==> config.mk <==
export PLATFORM = sky130hd
export DESIGN_NAME = conv_scheduler_flat
export DESIGN_NICKNAME = d
export VERILOG_FILES = /design/src/rtl/conv_pkg.sv /design/src/rtl/conv_scheduler_if.sv /design/src/rtl/rr_arbiter.sv /design/src/rtl/conv_scheduler.sv /design/src/flat_wrapper.sv
export SDC_FILE = /design/constraint.sdc
export NUM_CORES = 1
export LEC_CHECK = 0
export ABC_AREA = 0
export CAP_MARGIN = 15
export CORE_MARGIN = 2
export CORE_UTILIZATION = 35
export DETAILED_ROUTE_END_ITERATION = 16
export GPL_ROUTABILITY_DRIVEN = 0
export PLACE_DENSITY_LB_ADDON = 0.15
export SYNTH_ARGS = -nofsm -noshare
export SYNTH_HDL_FRONTEND = slang
export SYNTH_SLANG_ARGS = --single-unit
==> constraint.sdc <==
create_clock -name clk -period 2.95 [get_ports clk]
set_clock_uncertainty 0.1 [all_clocks]
set_input_delay 0.4425 -clock clk [delete_from_list [all_inputs] [get_ports clk]]
set_output_delay 0.4425 -clock clk [all_outputs]
set_load 0.005 [all_outputs]
==> src/rtl/conv_pkg.sv <==
// Shared widths, FSM encoding and job payload for the fixed-to-float conversion scheduler.
package conv_pkg;

    localparam int unsigned FIX_W = 32;
    localparam int unsigned EXP_W = 8;
    localparam int unsigned FLT_W = 32;

    localparam logic [1:0] IDLE = 2'd0;
    localparam logic [1:0] LOAD = 2'd1;
    localparam logic [1:0] WAIT = 2'd2;
    localparam logic [1:0] RESP = 2'd3;

    typedef struct packed {
        logic [FIX_W-1:0] fixed;
        logic [EXP_W-1:0] exp;
    } conv_job_t;

endpackage

==> src/rtl/conv_scheduler_if.sv <==
// Request, converter and response buses of the conversion scheduler.
interface conv_scheduler_if
    import conv_pkg::*;
#(
    parameter int unsigned N_REQ = 4
);
    localparam int unsigned ID_W = $clog2(N_REQ);

    logic [N_REQ-1:0]       req_valid;
    logic [N_REQ-1:0]       req_ready;
    logic [N_REQ*FIX_W-1:0] req_fixed;
    logic [N_REQ*EXP_W-1:0] req_exp;
    logic [FIX_W-1:0]       conv_fixed;
    logic [EXP_W-1:0]       conv_exp;
    logic                   conv_load;
    logic [FLT_W-1:0]       conv_float;
    logic                   resp_valid;
    logic                   resp_ready;
    logic [ID_W-1:0]        resp_id;
    logic [FLT_W-1:0]       resp_float;

    // Scheduler side
    modport master (
        input  req_valid, req_fixed, req_exp, conv_float, resp_ready,
        output req_ready, conv_fixed, conv_exp, conv_load, resp_valid, resp_id, resp_float
    );

    // Requesters, converter and result consumer side
    modport slave (
        output req_valid, req_fixed, req_exp, conv_float, resp_ready,
        input  req_ready, conv_fixed, conv_exp, conv_load, resp_valid, resp_id, resp_float
    );

endinterface

==> src/rtl/rr_arbiter.sv <==
// Combinational rotating-priority arbiter: first requester after ptr wins, with wrap-around.
module rr_arbiter #(
    parameter int unsigned N = 4,
    localparam int unsigned IW = $clog2(N)
) (
    input  logic [N-1:0]  req,
    input  logic [IW-1:0] ptr,
    output logic [N-1:0]  grant,
    output logic [IW-1:0] idx
);
    logic [IW-1:0] cand;
    logic          found;

    always_comb begin
        grant = '0;
        idx   = '0;
        cand  = '0;
        found = 1'b0;
        for (int unsigned k = 1; k <= N; k++) begin
            cand = IW'((32'(ptr) + k) % N);
            if (!found && req[cand]) begin
                found       = 1'b1;
                grant[cand] = 1'b1;
                idx         = cand;
            end
        end
    end

endmodule

==> src/rtl/conv_scheduler.sv <==
// Round-robin scheduler sharing one fixed-to-float converter between N_REQ requesters.
module conv_scheduler
    import conv_pkg::*;
#(
    parameter int unsigned N_REQ        = 4,
    parameter int unsigned CONV_LATENCY = 40,
    localparam int unsigned ID_W  = $clog2(N_REQ),
    localparam int unsigned CNT_W = $clog2(CONV_LATENCY + 1)
) (
    input  logic             clk,
    input  logic             reset,
    conv_scheduler_if.master bus,
    output logic             busy
);
    logic [1:0]       state, state_nxt;
    logic [ID_W-1:0]  ptr, ptr_nxt;
    logic [CNT_W-1:0] cnt, cnt_nxt;
    conv_job_t        job, job_nxt;
    logic             conv_load, conv_load_nxt;
    logic             resp_valid, resp_valid_nxt;
    logic [ID_W-1:0]  resp_id, resp_id_nxt;
    logic [FLT_W-1:0] resp_float, resp_float_nxt;
    logic             busy_nxt;
    logic [N_REQ-1:0] grant, req_ready_c;
    logic [ID_W-1:0]  gidx;
    logic [FIX_W-1:0] fixed_arr [N_REQ];
    logic [EXP_W-1:0] exp_arr   [N_REQ];

    for (genvar i = 0; i < N_REQ; i++) begin : g_unpack
        assign fixed_arr[i] = bus.req_fixed[i*FIX_W +: FIX_W];
        assign exp_arr[i]   = bus.req_exp[i*EXP_W +: EXP_W];
    end

    rr_arbiter #(.N(N_REQ)) u_arb (
        .req   (bus.req_valid),
        .ptr   (ptr),
        .grant (grant),
        .idx   (gidx)
    );

    // Next-state and next-output logic; req_ready is the only combinational output
    always_comb begin
        state_nxt      = state;
        ptr_nxt        = ptr;
        cnt_nxt        = cnt;
        job_nxt        = job;
        conv_load_nxt  = 1'b0;
        resp_valid_nxt = resp_valid;
        resp_id_nxt    = resp_id;
        resp_float_nxt = resp_float;
        req_ready_c    = '0;
        unique case (state)
            IDLE: begin
                if (|bus.req_valid) begin
                    req_ready_c   = grant;
                    job_nxt       = '{fixed: fixed_arr[gidx], exp: exp_arr[gidx]};
                    ptr_nxt       = gidx;
                    conv_load_nxt = 1'b1;
                    state_nxt     = LOAD;
                end
            end
            LOAD: begin
                cnt_nxt   = CNT_W'(CONV_LATENCY);
                state_nxt = WAIT;
            end
            WAIT: begin
                cnt_nxt = cnt - CNT_W'(1);
                if (cnt == CNT_W'(1)) begin
                    resp_float_nxt = bus.conv_float;
                    resp_id_nxt    = ptr;
                    resp_valid_nxt = 1'b1;
                    state_nxt      = RESP;
                end
            end
            RESP: begin
                if (bus.resp_ready) begin
                    resp_valid_nxt = 1'b0;
                    state_nxt      = IDLE;
                end
            end
            default: state_nxt = IDLE;
        endcase
        busy_nxt = (state_nxt != IDLE);
    end

    // Reset drops any job in flight and restarts rotation at requester 0
    always_ff @(posedge clk or posedge reset) begin
        if (reset) begin
            state      <= IDLE;
            ptr        <= ID_W'(N_REQ - 1);
            cnt        <= '0;
            job        <= '0;
            conv_load  <= 1'b0;
            resp_valid <= 1'b0;
            resp_id    <= '0;
            resp_float <= '0;
            busy       <= 1'b0;
        end else begin
            state      <= state_nxt;
            ptr        <= ptr_nxt;
            cnt        <= cnt_nxt;
            job        <= job_nxt;
            conv_load  <= conv_load_nxt;
            resp_valid <= resp_valid_nxt;
            resp_id    <= resp_id_nxt;
            resp_float <= resp_float_nxt;
            busy       <= busy_nxt;
        end
    end

    assign bus.req_ready  = req_ready_c;
    assign bus.conv_fixed = job.fixed;
    assign bus.conv_exp   = job.exp;
    assign bus.conv_load  = conv_load;
    assign bus.resp_valid = resp_valid;
    assign bus.resp_id    = resp_id;
    assign bus.resp_float = resp_float;

endmodule
==> src/flat_wrapper.sv <==
// flat-port wrapper written by rule: the top's interface ports become plain ports
module conv_scheduler_flat import conv_pkg::*;
#(
    parameter int unsigned N_REQ        = 4,
    parameter int unsigned CONV_LATENCY = 40,
    localparam int unsigned ID_W  = $clog2(N_REQ),
    localparam int unsigned CNT_W = $clog2(CONV_LATENCY + 1)
)
  (clk, reset, busy, bus_req_valid, bus_req_fixed, bus_req_exp, bus_conv_float, bus_resp_ready, bus_req_ready, bus_conv_fixed, bus_conv_exp, bus_conv_load, bus_resp_valid, bus_resp_id, bus_resp_float);
  conv_scheduler_if #(.N_REQ(N_REQ)) bus_i ();
  input  logic clk;
  input  logic reset;
  output logic busy;
  input wire logic [$bits(bus_i.req_valid)-1:0] bus_req_valid;
  input wire logic [$bits(bus_i.req_fixed)-1:0] bus_req_fixed;
  input wire logic [$bits(bus_i.req_exp)-1:0] bus_req_exp;
  input wire logic [$bits(bus_i.conv_float)-1:0] bus_conv_float;
  input wire logic [$bits(bus_i.resp_ready)-1:0] bus_resp_ready;
  output wire logic [$bits(bus_i.req_ready)-1:0] bus_req_ready;
  output wire logic [$bits(bus_i.conv_fixed)-1:0] bus_conv_fixed;
  output wire logic [$bits(bus_i.conv_exp)-1:0] bus_conv_exp;
  output wire logic [$bits(bus_i.conv_load)-1:0] bus_conv_load;
  output wire logic [$bits(bus_i.resp_valid)-1:0] bus_resp_valid;
  output wire logic [$bits(bus_i.resp_id)-1:0] bus_resp_id;
  output wire logic [$bits(bus_i.resp_float)-1:0] bus_resp_float;
  assign bus_i.req_valid = bus_req_valid;
  assign bus_i.req_fixed = bus_req_fixed;
  assign bus_i.req_exp = bus_req_exp;
  assign bus_i.conv_float = bus_conv_float;
  assign bus_i.resp_ready = bus_resp_ready;
  assign bus_req_ready = bus_i.req_ready;
  assign bus_conv_fixed = bus_i.conv_fixed;
  assign bus_conv_exp = bus_i.conv_exp;
  assign bus_conv_load = bus_i.conv_load;
  assign bus_resp_valid = bus_i.resp_valid;
  assign bus_resp_id = bus_i.resp_id;
  assign bus_resp_float = bus_i.resp_float;
  conv_scheduler #(.N_REQ(N_REQ), .CONV_LATENCY(CONV_LATENCY)) u_core (.clk(clk), .reset(reset), .bus(bus_i), .busy(busy));
endmodule
==> results.txt, run 1 <==
Max rail drop VDD: 274 uV
Io pins: 280
Failing checks: setup timing
Inserted Clock Buffers: 9
Post-synth EDFFs: 0
Gr usage total: 22.2%
Max-slew violation count: 0
Number of cell rows: 43
Final WL: 18.4 mm
Final worst slack: -0.0800 ns
DRT antenna net count: 0
Syn-to-layout area delta: 76.5%
Port Buffers: 279
Gate Count Post-Synth: 432
Cell area after layout: 8810 um^2
Syn_nets: 644
Crit Path Category: in -> out
Leading cell type in the layout, fill and taps excluded: clkdlybuf4s50_1
Clk sink count: 87
Ratio of cells with drive above 1 in the final layout: 19.1%
Vias in the first global route: 4863
Vias: 4797
Antenna diodes: 0
Die Height: 123 um
Register area: 2180 um^2
Top FF cell, synth: dfrtp_1
Synth Area per Inst: 11.6 um^2
Tot Pwr: 2.90 mW
Max Freq: 0.330 GHz
Layout Nets: 951
Asr flop ratio synth: 100%
Commonest cells after routing, fill and taps aside: clkdlybuf4s50_1, dfrtp_1, mux2i_1
Largest net degree at the start of global routing: 38
Via density: 5.19
Die X: 123 um
Die area: 15200 um^2
Final worst path period need: 3.03 ns
Pwr/cell area: 329 nW/um^2
First-pass GRT wire length: 25.6 mm
CTS H-Tree Depth: 3
Area of the multi-input gates: 2610 um^2
Clk root buf: clkbuf_16
Grt total ovfl: 0
Final setup fails: 4
Average wire per standard cell: 19.9 um
Crit end category: output port
Final period util: 103%
Critical path required time: 2.41 ns
Status: complete, but fails checks
Worst-Margin Slew: 0.470 ns
Worst Hold Class: in -> async
Sequential element share of the synthesized area: 43.7%
Initial antenna violation count: 0
Crit Path Max Fanout: 5
Post-layout util: 63.5%
Core Region: 13900 um^2
Yosys Warn Count: 0
Clock Tree Buf Depth: 2
Pleak: 4.03 nW
Pre-antenna DRT Iters: 4
Cell Area, Placed: 8020 um^2
CP arrival: 2.49 ns
Distinct cell type count after synthesis: 43
CP Launch Type: primary input
Placed wire-length estimate: 13.0 mm
Max-cap violation count: 0
Synthesized area: 4990 um^2
Final Hold Vio Count: 0
Reg clk slew, reported paths: 0.07 ns
DRC errors left: 0
FILL cells: 1098
Worst-Skew Late Latency: 0.34 ns
Drt first-iter violations: 161
CTS tree: built
Initial Util: 36.0%
Unrepaired setup endpoints after global routing: yes
Slew margin rel.: 68.7%
#FFs+latches synth: 87
cell usage after synthesis (2+ instances only):
cell type | count | area (um^2)
mux2_2 | 35 | 394
buf_6 | 2 | 22.5
o21ai_0 | 14 | 70.1
dfstp_2 | 2 | 52.6
o221ai_1 | 40 | 350
dfrtp_1 | 85 | 2130
buf_12 | 9 | 180
nand2_1 | 51 | 191
buf_1 | 4 | 15.0
ha_1 | 13 | 163
a31oi_1 | 3 | 18.8
clkbuf_1 | 11 | 41.3
mux4_2 | 4 | 90.1
mux2i_1 | 82 | 821
a22oi_1 | 4 | 30.0
a21o_1 | 2 | 15.0
a221oi_1 | 5 | 43.8
nor2_1 | 12 | 45.0
a21oi_1 | 4 | 20.0
nor3_1 | 3 | 15.0
nand3_1 | 3 | 15.0
nand2b_1 | 2 | 12.5
inv_1 | 12 | 45.0
buf_2 | 9 | 45.0
nor4_1 | 3 | 18.8
sequential cells by signal, summed over array words and instances, names as in the netlist, 2 cells and up:
register / cells
u_core.bus.conv_exp: 8
u_core.cnt: 6
u_core.state: 2
u_core.bus.conv_fixed: 32
u_core.bus.resp_float: 32
u_core.ptr: 2
u_core.bus.resp_id: 2
routing by layer:
metal | share of wire [%] | track usage, % | vias to the layer above | routed length (um)
li1 | - | - | 2230 | -
met1 | 37 | 24.0 | 2322 | 6720
met2 | 51 | 39.4 | 222 | 9430
met3 | 10 | 8.86 | 23 | 1900
met4 | 1.6 | 7.46 | 0 | 302
met5 | 0 | 0 | - | 0
cells by family after synthesis:
group           Yosys count  share of synthesized area, %
xor+xnor                  1                         0.175
mux                     121                          26.1
fa+ha+maj                13                          3.26
simple gates             81                          7.14
buf+inv                  48                          7.09
flops                    87                          43.7
compound gates           81                          12.5
layout make-up:
class                   instances  share of cell area [%]
clock buffers                  11                    2.64
inverters                      12                   0.525
flip-flops and latches         87                    24.7
well taps                     180                    2.56
clock inverters                 5                   0.667
multi-input cells             297                    29.6
repair buffers                332                    39.3
per-stage QoR:
stage,std cells,hold WS (ns),setup WS (ns),setup TNS [ns]
after global routing,924,0.349,-0.217,-0.880
final,924,0.317,-0.0800,-0.184
after detailed placement,885,0.372,-0.254,-6.22
after CTS,916,0.327,-0.0757,-0.232
after global placement,885,0.367,-0.120,-2.29
after floorplan,432,0.344,0.00240,0
path summary, 6_finish.rpt:
kind	start	to	slack (ns)	cells after the start
max in group asynchronous	reset	u_core.ptr[1]	1.64	3
worst max-delay path	bus_req_valid[2]	bus_req_ready[1]	-0.08	10
worst min register to register	u_core.bus.conv_fixed[23]	u_core.bus.conv_fixed[23]	0.38	2
worst max register to register	u_core.ptr[0]	u_core.bus.conv_fixed[19]	0.05	11
min in group clk	u_core.bus.conv_fixed[23]	u_core.bus.conv_fixed[23]	0.38	2
worst min-delay path	reset	u_core.bus.resp_float[11]	0.32	2
worst max-delay path, stage by stage:
cell             delay [ns]
clkdlybuf4s50_1        0.49
buf_4                  0.19
mux4_2                 0.48
nand2b_4               0.10
nor3_4                 0.04
buf_4                  0.15
buf_4                  0.13
a221oi_2               0.26
nor2_1                 0.08
buf_2                  0.13
power by group:
part           switching (mW)  total [mW]  internal (mW)
registers                   0        1.19           1.19
clock network           0.481        1.14          0.657
logic                   0.188       0.568          0.380
repair_timing:
item	CTS	global route
setup endpoints to repair	7	44
hold buffers	0	0
gates cloned	2	7
setup buffers	13	2
resized for setup	35	19
pin swaps	13	11
Note: power is estimated with default switching activity, not from simulation.
==> run 2, diff against run 1 <==
--- a/config.mk
+++ b/config.mk
@@ -14,2 +14,3 @@
 export PLACE_DENSITY_LB_ADDON = 0.15
+export REMOVE_ABC_BUFFERS = 1
 export SYNTH_ARGS = -nofsm -noshare
==> constraint.sdc (replaced) <==
create_clock -name clk -period 2.95 [get_ports clk]
set_clock_uncertainty 0.1 [all_clocks]
set_input_delay 0.885 -clock clk [delete_from_list [all_inputs] [get_ports clk]]
set_output_delay 0.885 -clock clk [all_outputs]
set_load 0.005 [all_outputs]
==> results.txt, run 2 (synthesized netlist as in run 1, its figures left out) <==
Worst-Margin Slew: 0.500 ns (+0.0302 ns)
CTS H-Tree Depth: 3 (unchanged)
Vias in the first global route: 4812 (-1.0%)
Max incr delay on CP: 0.56 ns (+0.07 ns)
Via density: 5.14 (-0.94%)
Port Buffers: 279 (unchanged)
Final period util: 116% (+13 points)
Gr usage total: 21.2% (-1.0 points)
Clk root buf: clkbuf_16
Average wire per standard cell: 18.9 um (-4.8%)
Core Region: 13900 um^2 (unchanged)
Final Hold Vio Count: 0 (unchanged)
Clock Tree Buf Depth: 2 (unchanged)
Initial antenna violation count: 0 (unchanged)
Crit-path slowest cell: dfstp_2
Crit end category: output port
Initial Util: 36.0% (unchanged)
Antenna diodes: 0 (unchanged)
Setup TNS: -5.54 ns (-5.36 ns)
Unrepaired setup endpoints after global routing: yes
Placed wire-length estimate: 12.9 mm (-0.79%)
DRC errors left: 0 (unchanged)
Die area: 15200 um^2 (unchanged)
Final setup fails: 44 (+40)
Crit Path Category: reg -> out
Max-cap violation count: 0 (unchanged)
Most used cell, CP: nor2_1
Number of cell rows: 43 (unchanged)
Die Height: 123 um (unchanged)
Vias: 4834 (+0.77%)
CP cell instances: inv_2, ha_4, mux4_2, nor2b_4, buf_6, a22oi_2, nor2_1, a221oi_1, nor2_1, buf_2
Final WL: 17.8 mm (-3.1%)
CP Launch Type: flip-flop
Pwr/cell area: 317 nW/um^2 (-3.5%)
Pleak: 4.08 nW (+1.4%)
Inserted Clock Buffers: 9 (unchanged)
Layout Nets: 968 (+1.8%)
Largest net degree at the start of global routing: 49 (+29%)
Commonest cells after routing, fill and taps aside: clkdlybuf4s50_1, dfrtp_1, mux2i_1
Die X: 123 um (unchanged)
First-pass GRT wire length: 24.6 mm (-3.9%)
Syn-to-layout area delta: 83.6%
Pre-antenna DRT Iters: 4 (unchanged)
Slew margin rel.: 66.7% (-2.0 points)
WP buf/inv: 3 (-2)
Tot Pwr: 2.91 mW (+0.41%)
Crit Path Max Fanout: 3 (-2)
CP arrival: 2.42 ns (-0.07 ns)
Reg clk slew, reported paths: 0.06 ns (about the same)
Grt total ovfl: 0 (unchanged)
Max rail drop VDD: 276 uV (+0.59%)
CTS tree: built
Max Freq: 0.293 GHz (-11%)
Status: complete, but fails checks
Clk sink count: 87 (unchanged)
Io pins: 280 (unchanged)
Leading cell type in the layout, fill and taps excluded: clkdlybuf4s50_1
Drt first-iter violations: 185 (+15%)
Worst Hold Class: reg -> reg
Critical path required time: 1.97 ns (-0.44 ns)
Ratio of cells with drive above 1 in the final layout: 24.2% (+5.1 points)
Failing checks: setup timing
Worst-Skew Late Latency: 0.34 ns (about the same)
Final worst slack: -0.459 ns (-0.379 ns)
Top delay family on crit path: flip-flops
DRT antenna net count: 0 (unchanged)
Max-slew violation count: 0 (unchanged)
Final worst path period need: 3.41 ns (+0.379 ns)
## run 2: final timing paths
| check | startpoint | cells past startpoint | slack [ns] | to |
|---|---|---|---|---|
| max | u_core.ptr[1] | 10 | -0.46 | bus_req_ready[1] |
| min in group asynchronous | reset | 2 | 0.76 | u_core.bus.resp_float[6] |
| max reg2reg | u_core.ptr[1] | 13 | -0.17 | u_core.bus.conv_fixed[27] |
| min | u_core.bus.conv_fixed[8] | 2 | 0.39 | u_core.bus.conv_fixed[8] |
| min reg2reg | u_core.bus.conv_fixed[8] | 2 | 0.39 | u_core.bus.conv_fixed[8] |
| max in group asynchronous | reset | 3 | 1.38 | u_core.bus.conv_exp[4] |
## run 2: routing by layer
| layer | GRT usage, % | part of all wire [%] | vias up |
|---|---|---|---|
| li1 | - | - | 2261 |
| met1 | 23.4 | 37 | 2350 |
| met2 | 37.8 | 52 | 200 |
| met3 | 7.52 | 9.7 | 23 |
| met4 | 6.75 | 1.6 | 0 |
| met5 | 0 | 0 | - |
## run 2: worst reg2reg max path, delay by kind of cell (launching register included)
family / cells / cell delay, ns
buf+inv: 7 / 0.93
fa+ha+maj: 1 / 0.27
flops: 1 / 0.56
mux: 2 / 0.52
simple gates: 1 / 0.15
compound gates: 2 / 0.44
## run 2: area by class of cell
class	instances	area (um^2)
repair buffers	349	3610
fillers	1075	4710
inverters	12	46.3
clock buffers	11	253
flip-flops and latches	87	2180
clock inverters	4	30.0
multi-input cells	297	2830
well taps	180	225
## run 2: power breakdown
part	switching [mW]	leakage, nW	internal (mW)
combinational	0.206	2.77	0.420
sequential	0	1.17	1.19
clock	0.476	0.138	0.615
## run 2: what timing repair did
item / CTS / global route
setup endpoints to repair: 46 / 44
gates cloned: 0 / 6
hold buffers: 0 / 0
buffers inserted: 6 / 8
gates resized for setup: 42 / 82
hold endpoints to repair: 0 / 0
pin swaps: 5 / 28
## run 2: through the flow
stage | area (um^2) | utilization [%] | setup WS [ns] | instances | hold WS [ns]
after floorplan | 4680 | - | -4.66 | 396 | 0.344
after global placement | 8220 | 59.2 | -1.12 | 905 | 0.367
after detailed placement | 8220 | 59.2 | -1.13 | 905 | 0.372
after CTS | 8560 | 61.7 | -0.460 | 926 | 0.392
after global routing | 9170 | 66.0 | -0.590 | 940 | 0.418
final | 9170 | 66.0 | -0.459 | 940 | 0.387
